$ cat config.mk
export PLATFORM = sky130hd
export DESIGN_NAME = bin2bcd_seq
export DESIGN_NICKNAME = d
export VERILOG_FILES = /design/src/rtl/bin2bcd_pkg.sv /design/src/rtl/bcd_digit_adj.sv /design/src/rtl/bin2bcd_seq.sv
export SDC_FILE = /design/constraint.sdc
export NUM_CORES = 1
export LEC_CHECK = 0
export CAP_MARGIN = 40
export CORE_MARGIN = 10
export CORE_UTILIZATION = 48
export DETAILED_ROUTE_END_ITERATION = 10
export GPL_TIMING_DRIVEN = 0
export PLACE_DENSITY = 0.77
export SYNTH_ARGS = -nofsm -noshare
export SYNTH_HDL_FRONTEND = slang
export SYNTH_HIERARCHICAL = 1
export SYNTH_SLANG_ARGS = --single-unit
$ cat constraint.sdc
create_clock -name clk -period 1.3 [get_ports clk]
set_input_delay 0.26 -clock clk [delete_from_list [all_inputs] [get_ports clk]]
set_output_delay 0.26 -clock clk [all_outputs]
set_load 0.01 [all_outputs]
$ cat src/rtl/bin2bcd_pkg.sv
// Shared types and constants for the sequential binary-to-BCD converter.
package bin2bcd_pkg;

  typedef enum logic {IDLE, SHIFT} state_t;

  localparam logic [3:0] BCD_ADJ_THRESH = 4'd5;
  localparam logic [3:0] BCD_ADJ_ADD    = 4'd3;

endpackage

$ cat src/rtl/bcd_digit_adj.sv
// Double-dabble per-digit adjust: a digit of 5 or more gets +3 so the next
// left shift carries correctly into the following decimal digit.
module bcd_digit_adj
  import bin2bcd_pkg::*;
(
  input  logic [3:0] din,
  output logic [3:0] dout
);

  assign dout = (din >= BCD_ADJ_THRESH) ? din + BCD_ADJ_ADD : din;

endmodule

$ cat src/rtl/bin2bcd_seq.sv
// Iterative double-dabble converter: one adjust-and-shift per clock, W clocks
// per conversion, result registers held stable between completions.
module bin2bcd_seq
  import bin2bcd_pkg::*;
#(
  parameter int W = 8,
  parameter int D = 3
) (
  input  logic           clk,
  input  logic           rst,
  input  logic           start,
  input  logic [W-1:0]   bin,
  output logic [4*D-1:0] bcd,
  output logic           ovf,
  output logic           valid,
  output logic           busy
);

  localparam int CNT_W = (W > 1) ? $clog2(W) : 1;
  localparam int BW    = 4 * D;
  localparam logic [CNT_W-1:0] CNT_INIT = CNT_W'(W - 1);

  state_t           state;
  state_t           state_nxt;
  logic [CNT_W-1:0] cnt;
  logic [W-1:0]     sh;
  logic [W-1:0]     sh_nxt;
  logic [BW-1:0]    acc;
  logic [BW-1:0]    acc_adj;
  logic [BW-1:0]    acc_nxt;
  logic             ovf_acc;
  logic             ovf_nxt;
  logic             accept;
  logic             last;

  for (genvar g = 0; g < D; g++) begin : g_adj
    bcd_digit_adj u_adj (
      .din  (acc[4*g +: 4]),
      .dout (acc_adj[4*g +: 4])
    );
  end

  // The bit leaving the top digit means the running prefix reached 10^D.
  assign acc_nxt = {acc_adj[BW-2:0], sh[W-1]};
  assign ovf_nxt = ovf_acc | acc_adj[BW-1];
  assign sh_nxt  = sh << 1;

  always_ff @(posedge clk or posedge rst) begin
    if (rst) state <= IDLE;
    else     state <= state_nxt;
  end

  always_comb begin
    state_nxt = state;
    case (state)
      IDLE:    if (start) state_nxt = SHIFT;
      SHIFT:   if (cnt == '0) state_nxt = IDLE;
      default: state_nxt = IDLE;
    endcase
  end

  always_comb begin
    busy   = (state == SHIFT);
    accept = (state == IDLE) && start;
    last   = (state == SHIFT) && (cnt == '0);
  end

  always_ff @(posedge clk or posedge rst) begin
    if (rst) begin
      cnt     <= '0;
      sh      <= '0;
      acc     <= '0;
      ovf_acc <= 1'b0;
      bcd     <= '0;
      ovf     <= 1'b0;
      valid   <= 1'b0;
    end else begin
      valid <= last;
      if (accept) begin
        sh      <= bin;
        acc     <= '0;
        ovf_acc <= 1'b0;
        cnt     <= CNT_INIT;
      end else if (state == SHIFT) begin
        sh      <= sh_nxt;
        acc     <= acc_nxt;
        ovf_acc <= ovf_nxt;
        if (!last) cnt <= cnt - 1'b1;
      end
      if (last) begin
        bcd <= acc_nxt;
        ovf <= ovf_nxt;
      end
    end
  end

endmodule

---- Word-level counts from Yosys, hierarchy flattened ----
Index checks and enable logic that the tools add are counted.
Widths: inputs -> output; s select.
word-level totals
  input bits .............................. 11
  register bits after elaboration ......... 39
  word-level logic and storage cells ...... 38
operators by class
  muxes and demuxes ....................... 15
  bitwise gates (word level) .............. 2
  equal/unequal tests ..................... 1
  add/subtract/negate cells ............... 4
  reductions and logical operators ........ 5
  $lt $le $gt $ge ......................... 3
operators by type and width
  cell                 count
  $mux 12              2
  $mux 8               2
  $add 4x2->4 const B  3
  $ge 4x3->1 const B   3
  $mux 4               3
  $mux 3               3
  $mux 1               4
  $logic_not 3->1      1
  $sub 3x1->3 const B  1
  $logic_and 1x1->1    2
  $ne 2x2->1 const B   1
  $pmux 1 s2           1
  $reduce_and 2->1     1
  $reduce_bool 2->1    1
  $not 1->1            1
  $or 1x1->1           1

---- Logic depth before layout (Yosys ltp) ----
  depth in word-level cells ............... 5
  gate-level depth with buffers ........... 7
  gate-level depth less buffers ........... 7

---- Cells and area by module ----
Netlist, hierarchy kept.
modules (own cells, without submodules)
  module         instances  cells an instance  area an instance (sq um)
  bin2bcd_seq    1          161                1582.8
  bcd_digit_adj  3          16                 101.3

---- Worst setup path before layout ----
OpenSTA, ideal clock, no wires.
  path type ............................... register -> register
  start ................................... register acc[8]
  end ..................................... register acc[10]
  cell stages (with the launch flop) ...... 6
  slack ................................... -0.074 ns
  clock period less this slack ............ 1.374 ns
  arrival ................................. 1.253 ns
  data required time ...................... 1.179 ns
  cell sequence ........................... dfrtp_1 > ha_1 > nand2b_1 > a21oi_2 > mux2i_1 > a22o_1
between the ends
  cells in the longest elaborated chain, start to end .. 4
ends and longest elaborated chain
  element                                    RTL line             text
  from (decl)                                bin2bcd_seq.sv:28    logic [BW-1:0] acc;
  from (signal assigned)                     bin2bcd_seq.sv:86    acc <= acc_nxt;
  $add 4x2->4 or $ge 4x3->1 (tied branches)  bcd_digit_adj.sv:10  assign dout = (din >= BCD_ADJ_THRESH) ? din + BCD_ADJ_ADD : din;
  $mux 4 *                                   bcd_digit_adj.sv:10
  net acc_adj[9]                             bin2bcd_seq.sv:29    logic [BW-1:0] acc_adj;
  $mux 12 *                                  bin2bcd_seq.sv:84    end else if (state == SHIFT) begin
  $mux 12 *                                  bin2bcd_seq.sv:79    if (accept) begin
Mark *: on every way through the listed nets, which the timed path passes. The rest lies on a longest branch. The select of a mux whose other input is x is not followed.
A chain may end at the register's enable or synchronous reset.

---- Worst setup path after layout ----
Ends and elaborated chain as after synthesis.

==> run_results.csv <==
group,metric,value,unit
clock_network,worst_setup_hold_path_clk_slew,70,ps
timing,timing_max_transition_violations_final,0,
cells_and_area,final_common_cell,"sky130_fd_sc_hd__nand2_1",
outcome,run_status,"finished, violations left",
critical_path,r2r_setup_slack,-120,ps
pwr,cellLeakagePower,1.31,nW
global_routing,grt_max_degree,40,
critical_path,criticalPathCategory,"reg -> reg",
detailed_routing,wl_met1,1740,um
clock_network,clock_tree_from_tritoncts,"yes",
critical_path,rr_worst_depth,6,
timing,rsz0062_at_grt,"yes",
min_path,worst_hold_path_type,"in -> async",
yosys,yosysWarningCount,6,
clock_network,cts.sink_count,39,
critical_path,critPathLaunchType,"flop",
floorplan,core_region_area,3740,um2
clock_network,number_of_buffers_between_clock_root_and_the_deepest_sink,2,
detailed_routing,detail_route.vias_per_cell,5.18,
placement,dpl.hpwl,2920,um
critical_path,critical_path.max_fanout,4,
pwr,totalPowerFinal,6.88,mW
cells_and_area,antenna_cells,0,
timing,layout_min_cycle_time,1420,ps
detailed_routing,dr.pass1.iters,4,
clock_network,clock-root-buffer,"sky130_fd_sc_hd__clkbuf_8",
yosys,post_synth.cell_area_avg,9.03,um2
pwr,ir_worst_vdd,1.33,mV
floorplan,num_io_pins,26,
global_routing,globalRouteOverflowTotal,0,
placement,routabilityCongestion,0.726,
global_routing,grt_antenna_before_repair,0,
yosys,postSynthCellCount,209,
yosys,synth_nets,228,
floorplan,die_w,82.7,um
yosys,yosys.area.top_type_share,0.517,
floorplan,die_h,82.7,um
critical_path,worst_ep_required_time,1530,ps
detailed_routing,topRoutingLayerUsed,"met4",
yosys,synth.ff_latch_count,39,
timing,setup-violations-final,11,
detailed_routing,met3_wirelength,223,um
cells_and_area,postLayoutCellArea,2630,um2
yosys,synth_top_cells_by_area,"sky130_fd_sc_hd__dfrtp_1 52%, sky130_fd_sc_hd__nand2_1 15%, sky130_fd_sc_hd__mux2i_1 5.8%, sky130_fd_sc_hd__ha_1 5.3%, sky130_fd_sc_hd__o21ai_0 5.0%",
outcome,violated_checks,"setup timing",
timing,max_slew_margin,0.471,
cells_and_area,num-nets-final,277,
timing,clock.fmax,0.706,GHz
detailed_routing,postRouteWirelength,4420,um
global_routing,first_global_vias,1627,
timing,fin_ws,-116,ps
placement,total_of_buffers_placed_on_input_and_output_ports,25,
yosys,synthesis.area,1890,um2
cells_and_area,n_fill_cell,292,
clock_network,clk-insertion-delay-late,290,ps
placement,place_area,2250,um2
yosys,ys_types,24,
critical_path,timing.rr.end,"acc[10]",
detailed_routing,detailroute.wirelength.met2,2400,um
floorplan,floorplan.rows,22,
critical_path,timing.critical_path.from,"acc[8]",
detailed_routing,num_vias,1591,
flow_run,cap_violations,0,
timing,worst_pin_slew,793,ps
global_routing,overall_global_routing_usage,0.134,
timing,finalClockSkew,4.16,ps
detailed_routing,final_routed_drc_violation_total,0,
critical_path,endpoint_kind,"flop",
pwr,power.density_cell_area,2610,nW/um2
floorplan,die-area,6840,um2
global_routing,grt_pass1_wl,7200,um
detailed_routing,detail_route.wl_per_cell,14.4,um
cells_and_area,leading_cell_types_in_the_layout_fill_and_taps_excluded,"76 x sky130_fd_sc_hd__nand2_1, 37 x sky130_fd_sc_hd__dfrtp_1, 17 x sky130_fd_sc_hd__buf_4",
detailed_routing,ant_nets,0,
cells_and_area,drive_gt1_frac,0.274,
floorplan,initial_utilization,0.504,
yosys,synth_top_cell_by_area,"sky130_fd_sc_hd__dfrtp_1",
detailed_routing,detailedRoute.firstIterationViolations,101,
critical_path,timing.rr.start,"acc[8]",
cells_and_area,area_delta_synth_final,39.6,%
yosys,seq_area_frac_synth,0.517,
timing,timing_hold_violations_final,0,
critical_path,worst_ep_arrival_time,1650,ps
clock_network,cts_buffers,5,
timing,final_period_util,1.09,
clock_network,htree_num_levels,2,
state kept, by name, summed over array words and instances (netlist names):
name and cells:
cnt 3, bcd 12, sh 8, acc 12, busy 1, ovf 1, valid 1, ovf_acc 1
metal layers:
layer / global-route usage / vias up
li1: - / 767
met1: 0.143 / 783
met2: 0.244 / 34
met3: 0.0389 / 7
met4: 0.0518 / 0
met5: 0 / -
stage by stage:
stage / hold WS [ps] / instances / setup slack [ps] / TNS, ps / utilization
6_report: 440 / 307 / -116 / -700 / 0.704
5_1_grt: 502 / 307 / -189 / -1790 / 0.704
4_1_cts: 472 / 301 / -138 / -784 / 0.670
3_5_place_dp: 463 / 282 / -243 / -5900 / 0.601
3_3_place_gp: 459 / 282 / -703 / -30810 / 0.601
2_1_floorplan: 416 / 209 / -11.6 / -11.6 / -
where the power goes:
group          switching, mW  internal, mW  leakage, nW
clock network          0.422         0.621       0.0612
logic                   1.83          1.79        0.762
registers              0.465          1.75        0.489
total                   2.71          4.17         1.31
cell usage after synthesis:
| master | instances |
|---|---|
| sky130_fd_sc_hd__nand3_1 | 2 |
| sky130_fd_sc_hd__nor2_2 | 1 |
| sky130_fd_sc_hd__a21oi_2 | 3 |
| sky130_fd_sc_hd__a22o_1 | 2 |
| sky130_fd_sc_hd__ha_1 | 8 |
| sky130_fd_sc_hd__inv_1 | 11 |
| sky130_fd_sc_hd__clkbuf_1 | 2 |
| sky130_fd_sc_hd__a221o_1 | 1 |
| sky130_fd_sc_hd__o21ai_1 | 5 |
| sky130_fd_sc_hd__xnor2_1 | 3 |
| sky130_fd_sc_hd__nor3_1 | 1 |
| sky130_fd_sc_hd__o22ai_1 | 1 |
| sky130_fd_sc_hd__inv_2 | 1 |
| sky130_fd_sc_hd__buf_4 | 1 |
| sky130_fd_sc_hd__buf_6 | 1 |
| sky130_fd_sc_hd__nand3b_2 | 1 |
| sky130_fd_sc_hd__o21ai_0 | 19 |
| sky130_fd_sc_hd__nand2_1 | 77 |
| sky130_fd_sc_hd__o21a_1 | 2 |
| sky130_fd_sc_hd__mux2i_1 | 11 |
| sky130_fd_sc_hd__nand2b_1 | 7 |
| sky130_fd_sc_hd__buf_2 | 4 |
| sky130_fd_sc_hd__nor2_1 | 6 |
| sky130_fd_sc_hd__dfrtp_1 | 39 |
cell type report:
cell class / count / area (um2) / area share
Sequential cell: 39 / 978 / 0.371
Clock buffer: 6 / 82.6 / 0.0314
Clock inverter: 2 / 35.0 / 0.0133
Inverter: 12 / 47.5 / 0.0181
Tap cell: 48 / 60.1 / 0.0228
Timing Repair Buffer: 42 / 364 / 0.138
Multi-Input combinational cell: 150 / 1010 / 0.384
Buffer: 8 / 53.8 / 0.0204
how the worst max path moves through the flow:
stage               endpoint  slack, ps  cells after the start
floorplan            acc[10]        -10                      5
global placement      bcd[6]       -700                      2
detailed placement     sh[7]       -240                      4
CTS                  acc[10]       -140                      6
global route         acc[10]       -190                      6
finish               acc[10]       -120                      6
worst max-delay path, cell delays in order (launching register included):
cell and delay, ps:
sky130_fd_sc_hd__dfrtp_2 450, sky130_fd_sc_hd__inv_2 90, sky130_fd_sc_hd__ha_4 160, sky130_fd_sc_hd__nand2b_4 60
sky130_fd_sc_hd__a21oi_4 150, sky130_fd_sc_hd__mux2i_2 270, sky130_fd_sc_hd__a22o_1 170
logic make-up (layout without fill, tap and decap cells):
kind of cell    after synthesis  in the layout  synth area share
mux                          11             11            0.0584
simple gates                 95             95             0.206
flops                        39             39             0.517
buf+inv                      20             70            0.0484
compound gates               33             33             0.103
xor+xnor                      3              3            0.0139
fa+ha+maj                     8              8            0.0531
timing repair:
action	CTS	global route
buffers inserted	11	6
endpoints found under the setup margin	37	25
hold buffers	0	0
gates resized for setup	36	29
endpoints found under the hold margin	0	0
pin swaps	7	7
No activity file was read; power rests on OpenSTA's default activity.
